### config.mk
export PLATFORM = sky130hd
export DESIGN_NAME = camera_orbit_sequencer
export DESIGN_NICKNAME = d
export VERILOG_FILES = /design/src/rtl/camera_orbit_sequencer_pkg.sv /design/src/rtl/camera_orbit_sequencer_orbit_state_reg.sv /design/src/rtl/camera_orbit_sequencer.sv
export SDC_FILE = /design/constraint.sdc
export NUM_CORES = 1
export LEC_CHECK = 0
export CORE_MARGIN = 5
export CORE_UTILIZATION = 45
export CTS_BUF_LIST = sky130_fd_sc_hd__clkbuf_4
export DETAILED_ROUTE_END_ITERATION = 8
export GPL_TIMING_DRIVEN = 0
export PLACE_DENSITY = 0.71
export SYNTH_ARGS = -nofsm -noshare
export SYNTH_HDL_FRONTEND = slang
export SYNTH_SLANG_ARGS = --single-unit
### constraint.sdc
create_clock -name clk_in -period 4.2 [get_ports clk_in]
set_input_delay 1.05 -clock clk_in [delete_from_list [all_inputs] [get_ports clk_in]]
set_output_delay 1.05 -clock clk_in [all_outputs]
set_load 0.03 [all_outputs]
### src/rtl/camera_orbit_sequencer_pkg.sv
// Shared types and default constants for the orbit-camera sequencer and its
// orbit state register.
package camera_pkg;

  localparam int DEF_ANGLE_WIDTH  = 8;
  localparam int DEF_SINCOS_WIDTH = 16;
  localparam int DEF_POS_WIDTH    = 18;
  localparam int DEF_FRAC         = 14;
  localparam int DEF_THETA_MIN    = 8;
  localparam int DEF_THETA_MAX    = 120;
  localparam int DEF_THETA_RESET  = 64;
  localparam int DEF_PHI_RESET    = 0;
  localparam int DEF_CAM_LATENCY  = 5;

  localparam logic [DEF_POS_WIDTH-1:0] DEF_MAG_MIN   = 18'h04000;
  localparam logic [DEF_POS_WIDTH-1:0] DEF_MAG_MAX   = 18'h1C000;
  localparam logic [DEF_POS_WIDTH-1:0] DEF_MAG_STEP  = 18'h00800;
  localparam logic [DEF_POS_WIDTH-1:0] DEF_MAG_RESET = 18'h0C000;

  typedef enum logic [2:0] {
    ST_IDLE   = 3'd0,
    ST_REQ_T  = 3'd1,
    ST_WAIT_T = 3'd2,
    ST_REQ_P  = 3'd3,
    ST_WAIT_P = 3'd4,
    ST_ISSUE  = 3'd5,
    ST_SETTLE = 3'd6
  } state_t;

  typedef struct packed {
    logic signed [DEF_SINCOS_WIDTH-1:0] sin_v;
    logic signed [DEF_SINCOS_WIDTH-1:0] cos_v;
  } sincos_pair_t;

endpackage

### src/rtl/camera_orbit_sequencer_orbit_state_reg.sv
// Live orbit state: theta saturates, phi wraps, magnitude clamps; dirty marks
// any real change since the last accepted update.
module orbit_state_reg
  import camera_pkg::*;
#(
  parameter int                     ANGLE_WIDTH = DEF_ANGLE_WIDTH,
  parameter int                     POS_WIDTH   = DEF_POS_WIDTH,
  parameter int                     THETA_MIN   = DEF_THETA_MIN,
  parameter int                     THETA_MAX   = DEF_THETA_MAX,
  parameter int                     THETA_RESET = DEF_THETA_RESET,
  parameter int                     PHI_RESET   = DEF_PHI_RESET,
  parameter logic [POS_WIDTH-1:0]   MAG_MIN     = DEF_MAG_MIN,
  parameter logic [POS_WIDTH-1:0]   MAG_MAX     = DEF_MAG_MAX,
  parameter logic [POS_WIDTH-1:0]   MAG_STEP    = DEF_MAG_STEP,
  parameter logic [POS_WIDTH-1:0]   MAG_RESET   = DEF_MAG_RESET
) (
  input  logic                   clk,
  input  logic                   rst,
  input  logic                   theta_inc,
  input  logic                   theta_dec,
  input  logic                   phi_inc,
  input  logic                   phi_dec,
  input  logic                   zoom_in,
  input  logic                   zoom_out,
  input  logic                   clear_dirty,
  output logic [ANGLE_WIDTH-1:0] theta,
  output logic [ANGLE_WIDTH-1:0] phi,
  output logic [POS_WIDTH-1:0]   mag,
  output logic                   dirty
);

  localparam logic [ANGLE_WIDTH-1:0] THETA_LO = ANGLE_WIDTH'(THETA_MIN);
  localparam logic [ANGLE_WIDTH-1:0] THETA_HI = ANGLE_WIDTH'(THETA_MAX);

  logic [ANGLE_WIDTH-1:0] theta_d;
  logic [ANGLE_WIDTH-1:0] phi_d;
  logic [POS_WIDTH-1:0]   mag_d;
  logic [POS_WIDTH:0]     mag_ext;
  logic                   changed;

  // NOTE: every always_comb output gets a default first, so no path can infer a latch.
  always_comb begin
    theta_d = theta;
    if (theta_inc && !theta_dec && theta < THETA_HI) theta_d = theta + 1'b1;
    if (theta_dec && !theta_inc && theta > THETA_LO) theta_d = theta - 1'b1;

    phi_d = phi;
    if (phi_inc && !phi_dec) phi_d = phi + 1'b1;
    if (phi_dec && !phi_inc) phi_d = phi - 1'b1;

    mag_ext = {1'b0, mag};
    if (zoom_out && !zoom_in) begin
      mag_ext = {1'b0, mag} + {1'b0, MAG_STEP};
      if (mag_ext > {1'b0, MAG_MAX}) mag_ext = {1'b0, MAG_MAX};
    end else if (zoom_in && !zoom_out) begin
      mag_ext = {1'b0, mag} - {1'b0, MAG_STEP};
      // A borrow lands in the extra top bit, which also means below the floor.
      if (mag_ext[POS_WIDTH] || mag_ext < {1'b0, MAG_MIN}) mag_ext = {1'b0, MAG_MIN};
    end
    mag_d = mag_ext[POS_WIDTH-1:0];

    changed = (theta_d != theta) || (phi_d != phi) || (mag_d != mag);
  end

  // NOTE: sequential state uses non-blocking assignments so every register sees pre-edge values.
  always_ff @(posedge clk) begin
    if (rst) begin
      theta <= ANGLE_WIDTH'(THETA_RESET);
      phi   <= ANGLE_WIDTH'(PHI_RESET);
      mag   <= MAG_RESET;
      dirty <= 1'b1;
    end else begin
      theta <= theta_d;
      phi   <= phi_d;
      mag   <= mag_d;
      // A change in the same cycle as an accepted update must survive the clear.
      if (changed)          dirty <= 1'b1;
      else if (clear_dirty) dirty <= 1'b0;
    end
  end

endmodule

### src/rtl/camera_orbit_sequencer.sv
// Orbit-camera sequencer: snapshots the orbit state, runs two shared sin/cos
// lookups, issues one valid to the camera block and waits out its latency.
module camera_orbit_sequencer
  import camera_pkg::*;
#(
  parameter int                   ANGLE_WIDTH  = DEF_ANGLE_WIDTH,
  parameter int                   SINCOS_WIDTH = DEF_SINCOS_WIDTH,
  parameter int                   POS_WIDTH    = DEF_POS_WIDTH,
  parameter int                   FRAC         = DEF_FRAC,
  parameter int                   THETA_MIN    = DEF_THETA_MIN,
  parameter int                   THETA_MAX    = DEF_THETA_MAX,
  parameter logic [POS_WIDTH-1:0] MAG_MIN      = POS_WIDTH'(1) << FRAC,
  parameter logic [POS_WIDTH-1:0] MAG_MAX      = POS_WIDTH'(7) << FRAC,
  parameter logic [POS_WIDTH-1:0] MAG_STEP     = POS_WIDTH'(1) << (FRAC - 3),
  parameter int                   THETA_RESET  = DEF_THETA_RESET,
  parameter int                   PHI_RESET    = DEF_PHI_RESET,
  parameter logic [POS_WIDTH-1:0] MAG_RESET    = POS_WIDTH'(3) << FRAC,
  parameter int                   CAM_LATENCY  = DEF_CAM_LATENCY
) (
  input  logic                           clk_in,
  input  logic                           rst_in,
  input  logic                           theta_inc_in,
  input  logic                           theta_dec_in,
  input  logic                           phi_inc_in,
  input  logic                           phi_dec_in,
  input  logic                           zoom_in_in,
  input  logic                           zoom_out_in,
  input  logic                           frame_start_in,
  output logic                           sincos_req_out,
  output logic [ANGLE_WIDTH-1:0]         sincos_angle_out,
  input  logic                           sincos_valid_in,
  input  logic signed [SINCOS_WIDTH-1:0] sin_in,
  input  logic signed [SINCOS_WIDTH-1:0] cos_in,
  output logic                           cam_valid_out,
  output logic signed [SINCOS_WIDTH-1:0] cam_sin_theta_out,
  output logic signed [SINCOS_WIDTH-1:0] cam_cos_theta_out,
  output logic signed [SINCOS_WIDTH-1:0] cam_sin_phi_out,
  output logic signed [SINCOS_WIDTH-1:0] cam_cos_phi_out,
  output logic [POS_WIDTH-1:0]           cam_mag_out,
  output logic                           busy_out,
  output logic                           basis_ready_out,
  output logic [ANGLE_WIDTH-1:0]         theta_out,
  output logic [ANGLE_WIDTH-1:0]         phi_out
);

  localparam int CNT_W = $clog2(CAM_LATENCY + 1);

  state_t                 state_q;
  logic [CNT_W-1:0]       cnt_q;
  logic [ANGLE_WIDTH-1:0] snap_theta_q;
  logic [ANGLE_WIDTH-1:0] snap_phi_q;
  logic [POS_WIDTH-1:0]   snap_mag_q;
  sincos_pair_t           theta_pair_q;
  logic [POS_WIDTH-1:0]   mag;
  logic                   dirty;
  logic                   accept;

  assign accept = (state_q == ST_IDLE) && frame_start_in && dirty;

  orbit_state_reg #(
    .ANGLE_WIDTH (ANGLE_WIDTH),
    .POS_WIDTH   (POS_WIDTH),
    .THETA_MIN   (THETA_MIN),
    .THETA_MAX   (THETA_MAX),
    .THETA_RESET (THETA_RESET),
    .PHI_RESET   (PHI_RESET),
    .MAG_MIN     (MAG_MIN),
    .MAG_MAX     (MAG_MAX),
    .MAG_STEP    (MAG_STEP),
    .MAG_RESET   (MAG_RESET)
  ) u_state (
    .clk         (clk_in),
    .rst         (rst_in),
    .theta_inc   (theta_inc_in),
    .theta_dec   (theta_dec_in),
    .phi_inc     (phi_inc_in),
    .phi_dec     (phi_dec_in),
    .zoom_in     (zoom_in_in),
    .zoom_out    (zoom_out_in),
    .clear_dirty (accept),
    .theta       (theta_out),
    .phi         (phi_out),
    .mag         (mag),
    .dirty       (dirty)
  );

  always_ff @(posedge clk_in) begin
    if (rst_in) begin
      state_q           <= ST_IDLE;
      cnt_q             <= '0;
      snap_theta_q      <= '0;
      snap_phi_q        <= '0;
      snap_mag_q        <= '0;
      theta_pair_q      <= '0;
      sincos_req_out    <= 1'b0;
      sincos_angle_out  <= '0;
      cam_sin_theta_out <= '0;
      cam_cos_theta_out <= '0;
      cam_sin_phi_out   <= '0;
      cam_cos_phi_out   <= '0;
      cam_mag_out       <= '0;
    end else begin
      sincos_req_out <= 1'b0;
      case (state_q)
        ST_IDLE: begin
          if (accept) begin
            snap_theta_q <= theta_out;
            snap_phi_q   <= phi_out;
            snap_mag_q   <= mag;
            state_q      <= ST_REQ_T;
          end
        end
        ST_REQ_T: begin
          sincos_req_out   <= 1'b1;
          sincos_angle_out <= snap_theta_q;
          state_q          <= ST_WAIT_T;
        end
        ST_WAIT_T: begin
          // Theta is staged so the cam_* outputs only move together at ISSUE.
          if (sincos_valid_in) begin
            theta_pair_q <= '{sin_v: sin_in, cos_v: cos_in};
            state_q      <= ST_REQ_P;
          end
        end
        ST_REQ_P: begin
          sincos_req_out   <= 1'b1;
          sincos_angle_out <= snap_phi_q;
          state_q          <= ST_WAIT_P;
        end
        ST_WAIT_P: begin
          if (sincos_valid_in) begin
            cam_sin_theta_out <= theta_pair_q.sin_v;
            cam_cos_theta_out <= theta_pair_q.cos_v;
            cam_sin_phi_out   <= sin_in;
            cam_cos_phi_out   <= cos_in;
            cam_mag_out       <= snap_mag_q;
            state_q           <= ST_ISSUE;
          end
        end
        ST_ISSUE: begin
          cnt_q   <= CNT_W'(CAM_LATENCY);
          state_q <= ST_SETTLE;
        end
        ST_SETTLE: begin
          if (cnt_q == '0) state_q <= ST_IDLE;
          else             cnt_q   <= cnt_q - 1'b1;
        end
        default: state_q <= ST_IDLE;
      endcase
    end
  end

  assign cam_valid_out   = (state_q == ST_ISSUE);
  assign basis_ready_out = (state_q == ST_SETTLE) && (cnt_q == '0);
  assign busy_out        = (state_q != ST_IDLE);

endmodule

==> impl_results.md, run 1 <==
- Clk network pwr share: 26.5%
- P per Cell Area: 359.9 nW/µm²
- Final ANT Viol Nets: 0
- Post-Synth XOR/XNOR Area: 1.556%
- Syn_nets: 1,044
- Worst slew pin tran: 730.8 ps
- DR WL/cell: 15.20 µm
- FILL cells: 1,650
- Drt drc: 0
- I/O Pins: 152
- Fin. Hold Viols: 0
- Post-cts hold buffer count: 0
- Post-synth top area cell: dfxtp_1
- Simple-gate portion of the synthesized area: 24.57%
- Placed cell areas: 9666 µm²
- Leakage: 3.340 nW
- Worst min-delay path class: reg2reg
- DP HPWL: 15,890 µm
- Max_slew headroom: 50.77%
- Met3 WL: 1172 µm
- Post-CTS setup buffer count: 0
- Reg clk slew, reported paths: 170 ps
- Clock H-tree levels: 4
- Most frequent cells in the layout: nand2_1 (310), dfxtp_1 (198), a21oi_1 (163)
- Most common cell after layout, fill and taps aside: nand2_1
- Worst R2R Start: u_state.mag[12]$_SDFF_PP0_
- GP Congestion: 0.8916
- End point of the critical path: basis_ready_out
- CTS Buf Count: 17
- First-pass GRT wire length: 34,590 µm
- Largest cells by area after synthesis: dfxtp_1 (50%), nand2_1 (15%), a21oi_1 (10%)
- Proportion of layout cells with a drive suffix above 1: 4.000%
- Root Buffer: clkbuf_4
- Post-synthesis sequential area ratio: 50.29%
- Iteration-0 DRC Markers: 415
- Critical Path RT: 3150 ps
- Met1 WL: 9741 µm
- Multiplexer share of the synthesized area: 1.143%
- Largest net degree at the start of global routing: 20
- Post-synth EDFFs: 0
- DRT Wirelength: 21,290 µm
- R2r worst-path depth: 9
- Crit start category: flop
- Synth top area share: 50.29%
- Element type at the critical path end: output pin
- Number of global-route vias before repair: 6,668
- Metal2 WL: 10,070 µm
- Total gr overflow: 0
- Initial antenna violation count: 1
- Synthesized area per cell: 7.938 µm²
- CTS tree: done
- Post-synthesis cell area: 7883 µm²
- Netlist cell types: 59
- Area growth syn-to-layout: 26.08%
- Max FO, Critical Path: 10
- Die W: 142.4 µm
- Setup violations, final: 0
- Initial Util: 45.73%
- Status: finished clean
- FF-to-FF setup slack: 1160 ps
- Cell count after synthesis: 993
- CP Class: reg2out
- Sinks on Clock Net: 198
- Clock Skews: 21.64 ps
- Fin area: 9938 µm²
- Std-Cell Rows: 48
- Ys Warns: 0
- Psw: 1.135 mW
- Post_cts resized: 0
- Asr flop ratio synth: 0%
- FMAX: 255.3 MHz
- Post-Synth Adder-Cell Area: 1.429%
- Die height: 142.4 µm
- Port bufs: 150
- Post-synth top flop: dfxtp_1
- Pint: 2.442 mW
- Vias: 7,217
- Main combinational cell family by area after synthesis: simple AND/OR/NAND/NOR gates
- Core Region: 17,240 µm²
- Detailed Routing Iterations Pass 1: 5
- Highest metal used: met4
- Compound-Gate Fraction of Synth Area: 16.65%
- Combinational Power Share: 17.1%
- Via/cell ratio: 5.151
- Setup crit start: state_q[1]$_SDFFE_PP0P_
- Switching Share: 31.73%
- Reg2reg end: u_state.dirty$_SDFFE_PP1P_
- CTS Buffer Depth: 2
- Clk_lat worst skew: 580 ps
- Worst EP arrival: 2870 ps
- Total track usage: 21.06%
- Fin crit period: 3916 ps
- #FFs+latches synth: 198
- Total negative slack: 0 ps
- Period Utilization, post-route: 93.25%
- Max cap viols: 0
- Die Area: 20,260 µm²
- Worst IR Drop VDD: 0.1585 mV
- RSZ-0062 raised after global routing: false
- Final Max Slew Viols: 0
- Nets: 1,213
- Part of the power in registers: 56.3%
==> power by group through the flow <==
stage / Clock [mW] / Sequential (mW) / Combinational (mW)
3_3_place_gp: 0 / 2.05 / 0.608
3_5_place_dp: 0 / 2.05 / 0.611
5_1_grt: 1.06 / 2.03 / 0.671
6_report: 0.949 / 2.02 / 0.612
4_1_cts: 0.979 / 2.02 / 0.612
2_1_floorplan: 0 / 2.11 / 0.320
==> kinds of logic after synthesis <==
kind of cell | count (synthesis)
AND/OR/NAND/NOR | 445
multiplexers | 9
buffers and inverters | 90
adder cells (fa/ha/maj) | 9
XOR/XNOR | 14
flip-flops | 198
AO/OA/AOI/OAI | 228
==> synthesized netlist by cell type (4+ instances only) <==
cell type and number:
o21ai_0 12, nand3_1 9, or4_1 4, nand2b_1 8
a21o_1 4, nor2_1 40, and3_1 7, mux2i_1 9
xor2_1 9, nor3_1 16, nand3b_1 4, ha_1 9
and2_1 11, nand4_1 5, nor2b_1 9, nand2_1 310
a211oi_1 12, a31oi_1 5, xnor2_1 5, dfxtp_1 198
inv_1 17, a21oi_1 163, clkbuf_1 68
==> final cells by class <==
type / count / area, µm² / area share [%]
Clock buffer: 17 / 127.6 / 1.284
Inverter: 17 / 63.81 / 0.6421
Clock inverter: 15 / 142.6 / 1.435
Antenna cell: 1 / 2.502 / 0.02518
Multi-Input combinational cell: 705 / 3575 / 35.97
Tap cell: 225 / 281.5 / 2.833
Buffer: 73 / 280.3 / 2.820
Sequential cell: 198 / 3964 / 39.88
Timing Repair Buffer: 150 / 1501 / 15.11
==> per-layer routing <==
metal  GRT usage, %  vias to the layer above
met1          28.02                     3345
met4          5.953                        0
li1               -                     3665
met3          4.133                       21
met2          35.03                      186
met5              0                        -
==> sequential cells by signal, summed over array words and instances, names as in the netlist, 3 cells and up <==
name and cells:
u_state.phi 8, cam_sin_theta_out 16, cam_cos_theta_out 16, cam_cos_phi_out 16
state_q 3, sincos_angle_out 8, cnt_q 3, cam_mag_out 18
snap_theta_q 8, theta_pair_q 32, snap_mag_q 18, snap_phi_q 8
u_state.mag 18, cam_sin_phi_out 16, u_state.theta 8
==> worst max-delay path, cell delays in order, from the launching register on <==
cell and delay (ps):
dfxtp_1 400, buf_1 370, clkbuf_1 530, nand2_1 110, nor2_1 150, clkdlybuf4s50_1 730
==> worst min-delay path by stage <==
| stage | cells after the start | start | end |
|---|---|---|---|
| after global routing | 2 | theta_pair_q[21]$_SDFFE_PP0P_ | cam_sin_theta_out[5]$_SDFFE_PP0P_ |
| after global placement | 2 | theta_pair_q[13]$_SDFFE_PP0P_ | cam_cos_theta_out[13]$_SDFFE_PP0P_ |
| after CTS | 2 | theta_pair_q[21]$_SDFFE_PP0P_ | cam_sin_theta_out[5]$_SDFFE_PP0P_ |
| after floorplan | 2 | snap_mag_q[17]$_SDFFE_PP0P_ | cam_mag_out[17]$_SDFFE_PP0P_ |
| final | 2 | theta_pair_q[21]$_SDFFE_PP0P_ | cam_sin_theta_out[5]$_SDFFE_PP0P_ |
| after detailed placement | 2 | theta_pair_q[5]$_SDFFE_PP0P_ | cam_cos_theta_out[5]$_SDFFE_PP0P_ |
==> metrics by stage <==
step,power [mW],worst slack [ps],hold WS (ps),util [%],instances
after floorplan,2.427,1593,432.2,-,993
final,3.577,283.5,446.7,57.66,1401
after CTS,3.606,216.5,441.0,57.64,1400
after detailed placement,2.666,453.0,443.7,56.08,1368
after global routing,3.763,81.66,462.9,57.66,1401
after global placement,2.662,376.5,438.4,56.08,1368
Power figures use the tool's default switching activity.
==> inputs of run 2 (changes only) <==
--- a/config.mk
+++ b/config.mk
@@ -5,6 +5,7 @@
 export SDC_FILE = /design/constraint.sdc
 export NUM_CORES = 1
 export LEC_CHECK = 0
+export CAP_MARGIN = 20
 export CORE_MARGIN = 5
 export CORE_UTILIZATION = 45
 export CTS_BUF_LIST = sky130_fd_sc_hd__clkbuf_4
==> constraint.sdc (replaced) <==
create_clock -name clk_in -period 4.85 [get_ports clk_in]
set_input_delay 1.2125 -clock clk_in [delete_from_list [all_inputs] [get_ports clk_in]]
set_output_delay 1.2125 -clock clk_in [all_outputs]
set_load 0.03 [all_outputs]
==> results of run 2 <==
Same layout as run 1 (identical final DEF). Status: finished clean.
Main changes from that run: setup slack after placement 453.0 ps -> 940.5 ps; setup slack after layout 283.5 ps -> 771.0 ps; register-to-register setup slack 1160 ps -> 1810 ps; total power 3.577 mW -> 3.098 mW; worst IR drop on VDD 0.1585 mV -> 0.1373 mV
==> inputs of run 3 (changes only) <==
--- a/config.mk
+++ b/config.mk
@@ -11,7 +11,7 @@
 export CTS_BUF_LIST = sky130_fd_sc_hd__clkbuf_4
 export DETAILED_ROUTE_END_ITERATION = 8
 export GPL_TIMING_DRIVEN = 0
-export PLACE_DENSITY = 0.71
+export PLACE_DENSITY = 0.74
 export SYNTH_ARGS = -nofsm -noshare
 export SYNTH_HDL_FRONTEND = slang
 export SYNTH_SLANG_ARGS = --single-unit
==> constraint.sdc (replaced) <==
create_clock -name clk_in -period 3.72 [get_ports clk_in]
set_input_delay 0.93 -clock clk_in [delete_from_list [all_inputs] [get_ports clk_in]]
set_output_delay 0.93 -clock clk_in [all_outputs]
set_load 0.03 [all_outputs]
==> impl_results.md, run 3 (synthesis gave the netlist of run 1 again) <==
- Status: finished clean
- GP Congestion: 0.9549
- Max FO, Critical Path: 10
- Final Max Slew Viols: 0
- Post-cts hold buffer count: 0
- Max_slew headroom: 51.88%
- Total negative slack: 0 ps
- Most frequent cells in the layout: nand2_1 (310), dfxtp_1 (198), a21oi_1 (163)
- Vias: 7,240
- Drt drc: 0
- Worst R2R Start: u_state.mag[12]$_SDFF_PP0_
- Die Area: 20,260 µm²
- Clock H-tree levels: 4
- DRT Wirelength: 21,200 µm
- Fin. Hold Viols: 0
- CP Class: reg2out
- DR WL/cell: 15.14 µm
- CP cell instances: clkbuf_1, nor2b_1, nand2_1, nor2_1, clkdlybuf4s50_1
- DP HPWL: 16,000 µm
- Clk_lat worst skew: 580 ps
- Iteration-0 DRC Markers: 353
- Area growth syn-to-layout: 27.32%
- Reg clk slew, reported paths: 150 ps
- Critical Path RT: 2790 ps
- Max incr delay on CP: 710 ps
- Sinks on Clock Net: 198
- Worst slew pin tran: 721.9 ps
- Crit-path slowest cell: clkdlybuf4s50_1
- Proportion of layout cells with a drive suffix above 1: 4.085%
- Worst IR Drop VDD: 0.2068 mV
- FMAX: 291.6 MHz
- Post-CTS setup buffer count: 0
- I/O Pins: 152
- Detailed Routing Iterations Pass 1: 5
- RSZ-0062 raised after global routing: false
- CTS Buf Count: 17
- Nets: 1,213
- Setup violations, final: 0
- Total track usage: 20.91%
- Worst min-delay path class: reg2reg
- Final Non-Filler Cells: 1,400
- Min Hold Slack: 452.2 ps
- Fin crit period: 3430 ps
- Hold_sp: theta_pair_q[13]$_SDFFE_PP0P_
- Period Utilization, post-route: 92.20%
- Placed cell areas: 9666 µm²
- Total gr overflow: 0
- Fin area: 10,040 µm²
- Die W: 142.4 µm
- DP Cell Count: 1,368
- Most common cell after layout, fill and taps aside: nand2_1
- Initial antenna violation count: 0
- Final ANT Viol Nets: 0
- Worst EP arrival: 2500 ps
- Setup crit start: state_q[2]$_SDFFE_PP0P_
- Std-Cell Rows: 48
- Number of global-route vias before repair: 6,799
- Clock Skews: 19.09 ps
- Port bufs: 150
- Post_cts resized: 2
- CTS Buffer Depth: 2
- Max reg flops: 32
- Biggest register: theta_pair_q
- Element type at the critical path end: output pin
- Die height: 142.4 µm
- Max cap viols: 0
- FILL cells: 1,588
- Root Buffer: clkbuf_4
- P per Cell Area: 432.3 nW/µm²
- Largest net degree at the start of global routing: 19
- Core Region: 17,240 µm²
- Crit start category: flop
- Initial Util: 45.73%
- Via/cell ratio: 5.171
- First-pass GRT wire length: 34,430 µm
- CTS tree: done
- N_diodes: 0
- Leakage: 3.403 nW
- Final Core Density: 58.22%
## run 3: changes by cell type in the layout (fill, tap and decap cells not counted), sizes merged
cell / before / now
inv: 22 / 23
clkinv: 7 / 4
bufinv: 0 / 5
clkinvlp: 3 / 0
diode: 1 / 0
## run 3: cell type report
class                      instances  area (µm²)  area share, %
buffer                            73       282.8          2.818
clock buffer                      17       127.6          1.272
clock inverter                    15       240.2          2.394
inverter                          17       63.81         0.6358
multi-input combinational        705        3575          35.62
sequential                       198        3964          39.50
tap                              225       281.5          2.805
timing repair buffer             150        1501          14.96
## run 3: final timing paths
path / cells after the start / slack (ps) / endpoint
worst max-delay path: 5 / 290 / basis_ready_out
worst min-delay path: 2 / 450 / cam_cos_theta_out[13]$_SDFFE_PP0P_
worst max register to register: 9 / 850 / u_state.dirty$_SDFFE_PP1P_
worst min register to register: 2 / 450 / cam_cos_theta_out[13]$_SDFFE_PP0P_
## run 3: where the power goes
part	internal [mW]	switching [mW]
sequential	2.20	0.0729
combinational	0.260	0.427
clock	0.621	0.754
total	3.08	1.25
## run 3: worst max-delay path, delay by kind of cell, from the launching register on
family        cells  cell delay [ps]
buf+inv           2             1030
flops             1              370
simple gates      3              530
## run 3: routing by layer
metal / wire length [µm] / global-route usage (%) / up-vias
li1: - / - / 3670
met1: 9275 / 27.50 / 3321
met2: 10100 / 35.33 / 227
met3: 1509 / 4.032 / 22
met4: 308 / 5.703 / 0
met5: 0 / 0 / -
## run 3: per-stage QoR
step | worst slack (ps) | total power, mW
after global placement | -109.9 | 2.999
after CTS | 215.4 | 4.368
after floorplan | 1233 | 2.740
after detailed placement | -39.80 | 3.007
final | 290.1 | 4.338
after global routing | 121.9 | 4.540
